File: src/rtl/sync_fifo_param.sv
// sync_fifo_param: single-clock FIFO with occupancy thresholds, sticky error flags
// and selectable registered or first-word-fall-through read.
module sync_fifo_param #(
  parameter int DATA_W = 8,
  parameter int DEPTH = 16,
  parameter int AF_LEVEL = DEPTH - 2,
  parameter int AE_LEVEL = 2,
  parameter int FWFT = 0,
  localparam int CW = $clog2(DEPTH + 1)
) (
  input  logic              clk,
  input  logic              rst_n,
  input  logic              wr_en,
  input  logic [DATA_W-1:0] data_in,
  input  logic              rd_en,
  output logic [DATA_W-1:0] data_out,
  output logic              rd_valid,
  output logic              full,
  output logic              empty,
  output logic              almost_full,
  output logic              almost_empty,
  output logic [CW-1:0]     count,
  input  logic              clr_err,
  output logic              overflow,
  output logic              underflow
);
  localparam int PW = $clog2(DEPTH);
  logic [DATA_W-1:0] mem [DEPTH];
  logic [PW-1:0] wr_ptr, rd_ptr;
  logic rd_acc, wr_acc;
  assign empty = count == '0;
  assign full = count == CW'(DEPTH);
  assign almost_full = count >= CW'(AF_LEVEL);
  assign almost_empty = count <= CW'(AE_LEVEL);
  assign rd_acc = rd_en && !empty;
  // a write into a full FIFO still lands when the head leaves in the same cycle
  assign wr_acc = wr_en && (!full || rd_acc);
  always_ff @(posedge clk or negedge rst_n) begin
    if (!rst_n) begin
      wr_ptr <= '0;
      rd_ptr <= '0;
      count <= '0;
      overflow <= 1'b0;
      underflow <= 1'b0;
    end else begin
      if (wr_acc) wr_ptr <= wr_ptr == PW'(DEPTH - 1) ? '0 : wr_ptr + 1'b1;
      if (rd_acc) rd_ptr <= rd_ptr == PW'(DEPTH - 1) ? '0 : rd_ptr + 1'b1;
      count <= count + CW'(wr_acc && !rd_acc) - CW'(rd_acc && !wr_acc);
      overflow <= (wr_en && !wr_acc) || (overflow && !clr_err);
      underflow <= (rd_en && empty) || (underflow && !clr_err);
    end
  end
  always_ff @(posedge clk) begin
    if (wr_acc) mem[wr_ptr] <= data_in;
  end
  generate
    if (FWFT != 0) begin : g_fwft
      assign data_out = empty ? '0 : mem[rd_ptr];
      assign rd_valid = !empty;
    end else begin : g_reg
      always_ff @(posedge clk or negedge rst_n) begin
        if (!rst_n) begin
          data_out <= '0;
          rd_valid <= 1'b0;
        end else begin
          rd_valid <= rd_acc;
          if (rd_acc) data_out <= mem[rd_ptr];
        end
      end
    end
  endgenerate
endmodule

File: config.mk
export PLATFORM = sky130hd
export DESIGN_NAME = sync_fifo_param
export DESIGN_NICKNAME = d
export VERILOG_FILES = /design/src/rtl/sync_fifo_param.sv
export SDC_FILE = /design/constraint.sdc
export NUM_CORES = 1
export LEC_CHECK = 0
export ABC_AREA = 1
export CAP_MARGIN = 20
export CORE_ASPECT_RATIO = 0.7
export CORE_UTILIZATION = 35
export DETAILED_ROUTE_END_ITERATION = 16
export PLACE_DENSITY = 0.52
export SYNTH_ARGS = -nofsm -noshare
export SYNTH_HDL_FRONTEND = slang
export SYNTH_SLANG_ARGS = --single-unit
File: constraint.sdc
create_clock -name clk -period 2.1 [get_ports clk]
set_input_delay 0.315 -clock clk [delete_from_list [all_inputs] [get_ports clk]]
set_output_delay 0.315 -clock clk [all_outputs]
set_load 0.05 [all_outputs]
==> results of run 1 <==
## logic make-up (layout without fill, tap and decap cells)
kind of cell,count (synthesis),in the layout,synth area share (%)
xor gates and xnor gates,6,6,0.773
and+or+nand+nor,341,341,20.8
adders and majority gates,16,16,3.06
DFF,152,152,65.4
AOI/OAI and AO/OA,13,13,1.07
buffers and inverters,146,241,8.93
## worst register-to-register path: cells and delay by family (launching register included)
kind | cells | cell delay [ns]
adder cells (fa/ha/maj) | 3 | 0.70
AO/OA/AOI/OAI | 1 | 0.12
XOR/XNOR | 1 | 0.15
buffers and inverters | 2 | 0.12
AND/OR/NAND/NOR | 8 | 0.63
flip-flops | 1 | 0.40
## cells in the final DEF (no fill, tap or decap), drive strengths merged
cell type and instances:
nand2 214, edfxtp 128, inv 121, nand3 104
buf 63, clkdlybuf4s50 28, dfrtp 24, nor2 22
clkbuf 18, ha 15, o21ai 6, xor2 5
clkinv 5, clkinvlp 3, bufinv 3, a21oi 3
o22ai 2, o31ai 2, nand4 1, xnor2 1
fa 1
## per-stage QoR
step                utilization (%)  setup slack, ns  cells  hold WS, ns
floorplan                         -           -0.571    674       0.0194
global placement               40.7           -0.100    990        0.473
detailed placement             40.7           -0.161    990        0.472
CTS                            44.4          -0.0807   1031        0.274
global route                   44.7           -0.284   1033        0.293
finish                         44.7           -0.218   1033        0.272
## layer usage
layer  wire, um  up-vias  global-route usage (%)
met4        112        0                    4.60
met5          0        -                       0
met1       8300     2259                    27.0
met2       7170      104                    24.9
met3        831        9                    2.98
li1           -     2323                       -
## power groups by stage
stage / Clock [mW] / Combinational (mW) / Sequential (mW)
floorplan: 0 / 2.49 / 4.41
global placement: 0 / 4.38 / 3.98
detailed placement: 0 / 4.46 / 4.00
CTS: 3.19 / 4.54 / 3.93
global route: 3.29 / 5.08 / 3.98
finish: 3.15 / 4.61 / 3.93
## timing repair
item,CTS,global route
hold buffers,0,0
resized for setup,5,13
endpoints found under the setup margin,2,5
buffers inserted,9,4
pin swaps,10,9
cloned,0,0
## synthesized netlist by cell type (2+ instances only)
library cell	count	area (um2)
nand2_1	214	803
edfxtp_1	128	3840
inv_1	115	432
nand3_1	104	521
dfrtp_1	24	601
nor2_1	22	82.6
buf_2	17	85.1
ha_1	15	188
buf_4	6	45.0
xor2_1	5	43.8
o21ai_0	4	20.0
a21oi_1	3	15.0
buf_6	2	22.5
clkbuf_1	2	7.51
inv_2	2	7.51
o21ai_1	2	10.0
o22ai_1	2	12.5
o31ai_1	2	15.0
## how the worst max path moves through the flow
stage	endpoint	startpoint	slack, ns
CTS	full	count[2]	-0.08
finish	full	count[3]	-0.22
floorplan	count[4]	count[3]	-0.57
global route	count[4]	count[3]	-0.28
global placement	count[4]	rd_en	-0.10
detailed placement	count[4]	count[3]	-0.16
## flip-flops by register name (all words and copies together), names as in the netlist
register,count
rd_valid,1
mem,128
overflow,1
underflow,1
wr_ptr,4
data_out,8
count,5
rd_ptr,4
## area by class of cell
type	count	area, um2	share of cell area (%)
Tap cell	264	330	3.89
Timing Repair Buffer	91	801	9.44
Inverter	118	443	5.22
Clock inverter	14	171	2.02
Sequential cell	152	4450	52.4
Multi-Input combinational cell	376	1850	21.8
Clock buffer	18	439	5.18
==> summary.txt, run 1 <==
Endpoints failing hold = 0
Crit path DAT = 2.00 ns
HPWL after DPL = 10.9 mm
Share of cells above drive strength 1 = 17.0%
Max Fanout on Critical Path = 2
CP delay by family, top = buffers and inverters
Asr flop ratio synth = 15.8%
CTS tree = done
GRT Util Overall = 17.5%
DRC = 0
CP Class = flop to primary output
Core ar. = 19000 um2
Post-layout minimum cycle time = 2.32 ns
Post-Synthesis Cell Area = 6800 um2
Fin. max-slew vios = 0
Pre-Repair DR Iteration Count = 5
PD cells = 1380 nW/um2
Die X = 169 um
Mapped Nets = 703
Logic pwr share = 39.4%
Worst setup SP type = flop
Initial core utilization = 35.8%
Outcome = finished, violations left
Setup ws final = -0.218 ns
Grt ovf = 0
Depth of the most critical reg-to-reg path = 15
Worst-path cell chain = inv_2 -> ha_4 -> nand3_4 -> nor2_4 -> buf_4 -> buf_4 -> buf_4 -> buf_4 -> buf_4 -> buf_4 -> buf_8
GP Congestion = 0.834
Placed Area = 7730 um2
IR drop worst, VDD = 539 uV
Root buf cell = clkbuf_16
Syn avg cell area = 10.1 um2
Non-Filler Cell Area, Final = 8480 um2
Vias in the first global route = 4461
Layout Skew = 0.0106 ns
Yosys reg bits = 152
CP max stage delay = 0.36 ns
DR iter-0 viols = 452
H-tree depth = 4
Setup TNS = -0.385 ns
CP required = 1.78 ns
Number of fill cells = 1792
Tightest Pin Transition = 0.523 ns
Via count = 4695
Post-synth EDFFs = 128
Worst Hold Class = input port to async pin
Synth Instances = 674
Max_slew headroom = 65.1%
Slowest CP cell = dfrtp_2
Routed WL per cell = 15.9 um
Register area share after synthesis = 65.4%
Leakage = 3.72 nW
Die H = 119 um
Nets = 785
Sw power = 4.51 mW
Pint = 7.18 mW
I/O pin count = 33
# clock sinks = 152
Worst-Skew Late Latency = 0.41 ns
Seq pwr share = 33.7%
Vias per inst = 4.55
Total Power = 11.7 mW
Clk slew on worst S/H paths = 0.06 ns
Worst R2R End = count[4]
Initial antenna violation count = 0
RSZ-0062 raised after global routing = true
Switching Fraction = 38.6%
Clk buf depth = 2
Most frequent CP cell = buf_4
Worst Setup End Kind = primary output
Tcrit/Tclk final = 110%
Final antenna-violating net count = 0
Worst Path Buf+Inv = 8
Final setup violation count = 3
Clk pwr share = 26.9%
Yosys warnings = 0
Core Rows = 42
# port buffers = 32
First-pass GRT wire length = 25.7 mm
R2R setup slack = -0.11 ns
Worst flop-to-flop path startpoint = count[3]
Inserted Clock Buffers = 17
F_max = 0.431 GHz
Area grow syn2layout = 24.8%
DRT Wirelength = 16.4 mm
Largest net degree at the start of global routing = 44
Failing checks = setup timing
Top FF cell, synth = edfxtp_1
Critical Path Stages = 11
Yosys cell types = 23
Die area = 20000 um2
Antenna cell count = 0
Max_cap viols = 0
No activity file was read; power rests on OpenSTA's default activity.
==> run 2: changes to the inputs <==
--- a/config.mk
+++ b/config.mk
@@ -10,6 +10,7 @@
 export CORE_ASPECT_RATIO = 0.7
 export CORE_UTILIZATION = 35
 export DETAILED_ROUTE_END_ITERATION = 16
+export MAX_ROUTING_LAYER = met4
 export PLACE_DENSITY = 0.52
 export SYNTH_ARGS = -nofsm -noshare
 export SYNTH_HDL_FRONTEND = slang
==> run 2 against run 1 <==
  * The run still ends with setup timing left
  * Sequential share of layout area rose by 0.070 points
  * Critical endpoint unchanged
  * Via count rose by 0.21%
  * Total power fell by 0.24%
  * Count of clock-buffer cells in the layout did not move
  * Sequential power barely moved
  * Worst hold slack got worse by 0.0023 ns
  * Setup slack improved by 0.0043 ns
  * Final area fell by 0.13%
  * Highest routed layer unchanged
  * First-iteration DRC count rose by 8.0%
==> summary.txt, run 2 (same netlist as run 1, synthesis figures left out) <==
Layout Skew = 0.00918 ns
CP required = 1.78 ns
Die area = 20000 um2
Final setup violation count = 2
Worst Setup End Kind = primary output
Via count = 4705
Util after Layout = 44.7%
Core ar. = 19000 um2
Outcome = finished, violations left
Worst-Skew Late Latency = 0.41 ns
Share of cells above drive strength 1 = 16.9%
DRC = 0
Failing checks = setup timing
I/O pin count = 33
CP endpoint = full
Clk slew on worst S/H paths = 0.06 ns
Setup TNS = -0.324 ns
Placed Area = 7730 um2
Die X = 169 um
Die H = 119 um
DR iter-0 viols = 488
Max Fanout on Critical Path = 2
CP Class = flop to primary output
Setup ws final = -0.213 ns
Nets = 784
HPWL after DPL = 10.9 mm
Post-layout minimum cycle time = 2.31 ns
Largest net degree at the start of global routing = 44
CP max stage delay = 0.37 ns
Grt ovf = 0
Most frequent CP cell = buf_4
GRT Util Overall = 18.0%
DRT Wirelength = 16.4 mm
Endpoints failing hold = 0
First-pass GRT wire length = 25.8 mm
Tcrit/Tclk final = 110%
IR drop worst, VDD = 538 uV
Max_slew headroom = 65.1%
Inserted Clock Buffers = 17
Final Non-Filler Cells = 1032
Pre-Repair DR Iteration Count = 5
Worst Hold Class = input port to async pin
Routed WL per cell = 15.9 um
Fin. max-slew vios = 0
CTS tree = done
Most common cell after layout, fill and taps aside = nand2_1
F_max = 0.432 GHz
Vias in the first global route = 4443
PD cells = 1380 nW/um2
Total Power = 11.7 mW
Worst R2R End = count[4]
Tightest Pin Transition = 0.523 ns
Depth of the most critical reg-to-reg path = 15
Crit path DAT = 2.00 ns
Final antenna-violating net count = 0
# hold bufs at CTS = 0
Clk buf depth = 2
H-tree depth = 4
Max_cap viols = 0
Dpl cells = 990
Initial antenna violation count = 0
Leakage = 3.72 nW
# clock sinks = 152
GP Congestion = 0.847
Pre-CTS setup slack = -0.161 ns
RSZ-0062 raised after global routing = true
Max reg flops = 128
Vias per inst = 4.56
Initial core utilization = 35.8%
Worst setup SP type = flop
Hold_ws = 0.269 ns
Area grow syn2layout = 24.7%
Slowest CP cell = dfrtp_2
Biggest regs = mem (128), data_out (8), count (5)
R2R setup slack = -0.11 ns
Worst flop-to-flop path startpoint = count[3]
Worst-path cell chain = inv_2 -> ha_4 -> nand3_4 -> nor2_4 -> buf_4 -> buf_4 -> buf_4 -> buf_4 -> buf_4 -> buf_4 -> buf_8
Core Rows = 42
Non-Filler Cell Area, Final = 8470 um2
# port buffers = 32
Most frequent cells in the layout = 208 x nand2_1, 128 x edfxtp_1, 110 x inv_1
Register name with the most flops = mem
Crit path from = count[2]
Antenna cell count = 0
Root buf cell = clkbuf_16
==> run 2: cell types whose count changed in the layout (fill, tap and decap cells not counted), sizes merged <==
cell | previous run | this run
buf | 63 | 62
==> run 2: worst max-delay path, delay by kind of cell (launching register included) <==
family / cells / cell delay [ns]
adders and majority gates: 1 / 0.16
buffers and inverters: 8 / 0.93
DFF: 1 / 0.37
and+or+nand+nor: 2 / 0.12
==> run 2: worst min path at each step <==
stage,startpoint,end,depth (start not counted)
2_1_floorplan,rst_n,count[0],0
3_3_place_gp,data_out[7],data_out[7],2
3_5_place_dp,data_out[1],data_out[1],2
4_1_cts,rst_n,data_out[3],2
5_1_grt,rst_n,data_out[3],2
6_report,rst_n,rd_valid,2
==> run 2: layout make-up <==
| type | instances | area (um2) |
|---|---|---|
| fill | 1792 | 10500 |
| sequential | 152 | 4450 |
| multi-input combinational | 376 | 1850 |
| timing repair buffer | 90 | 790 |
| inverter | 118 | 443 |
| clock buffer | 18 | 439 |
| tap | 264 | 330 |
| clock inverter | 14 | 171 |
==> run 2: what timing repair did <==
item	CTS	global route
pin swaps	10	9
resized for setup	5	12
cloned	0	0
buffers inserted	9	3
setup endpoints to repair	2	5
hold endpoints to repair	0	0
==> run 2: layer usage <==
| metal | track usage (%) | wire length (um) | vias to the layer above |
|---|---|---|---|
| met1 | 27.0 | 8180 | 2269 |
| met5 | - | 0 | - |
| met2 | 25.0 | 7200 | 113 |
| met3 | 3.45 | 919 | 5 |
| met4 | 4.09 | 65 | 0 |
| li1 | - | - | 2318 |
==> run 2: power breakdown <==
group          switching (mW)  total (mW)  leakage, nW  internal (mW)
Combinational            3.05        4.58         1.98           1.54
Clock                    1.23        3.14        0.293           1.91
Sequential              0.224        3.94         1.45           3.71
Total                    4.50        11.7         3.72           7.16
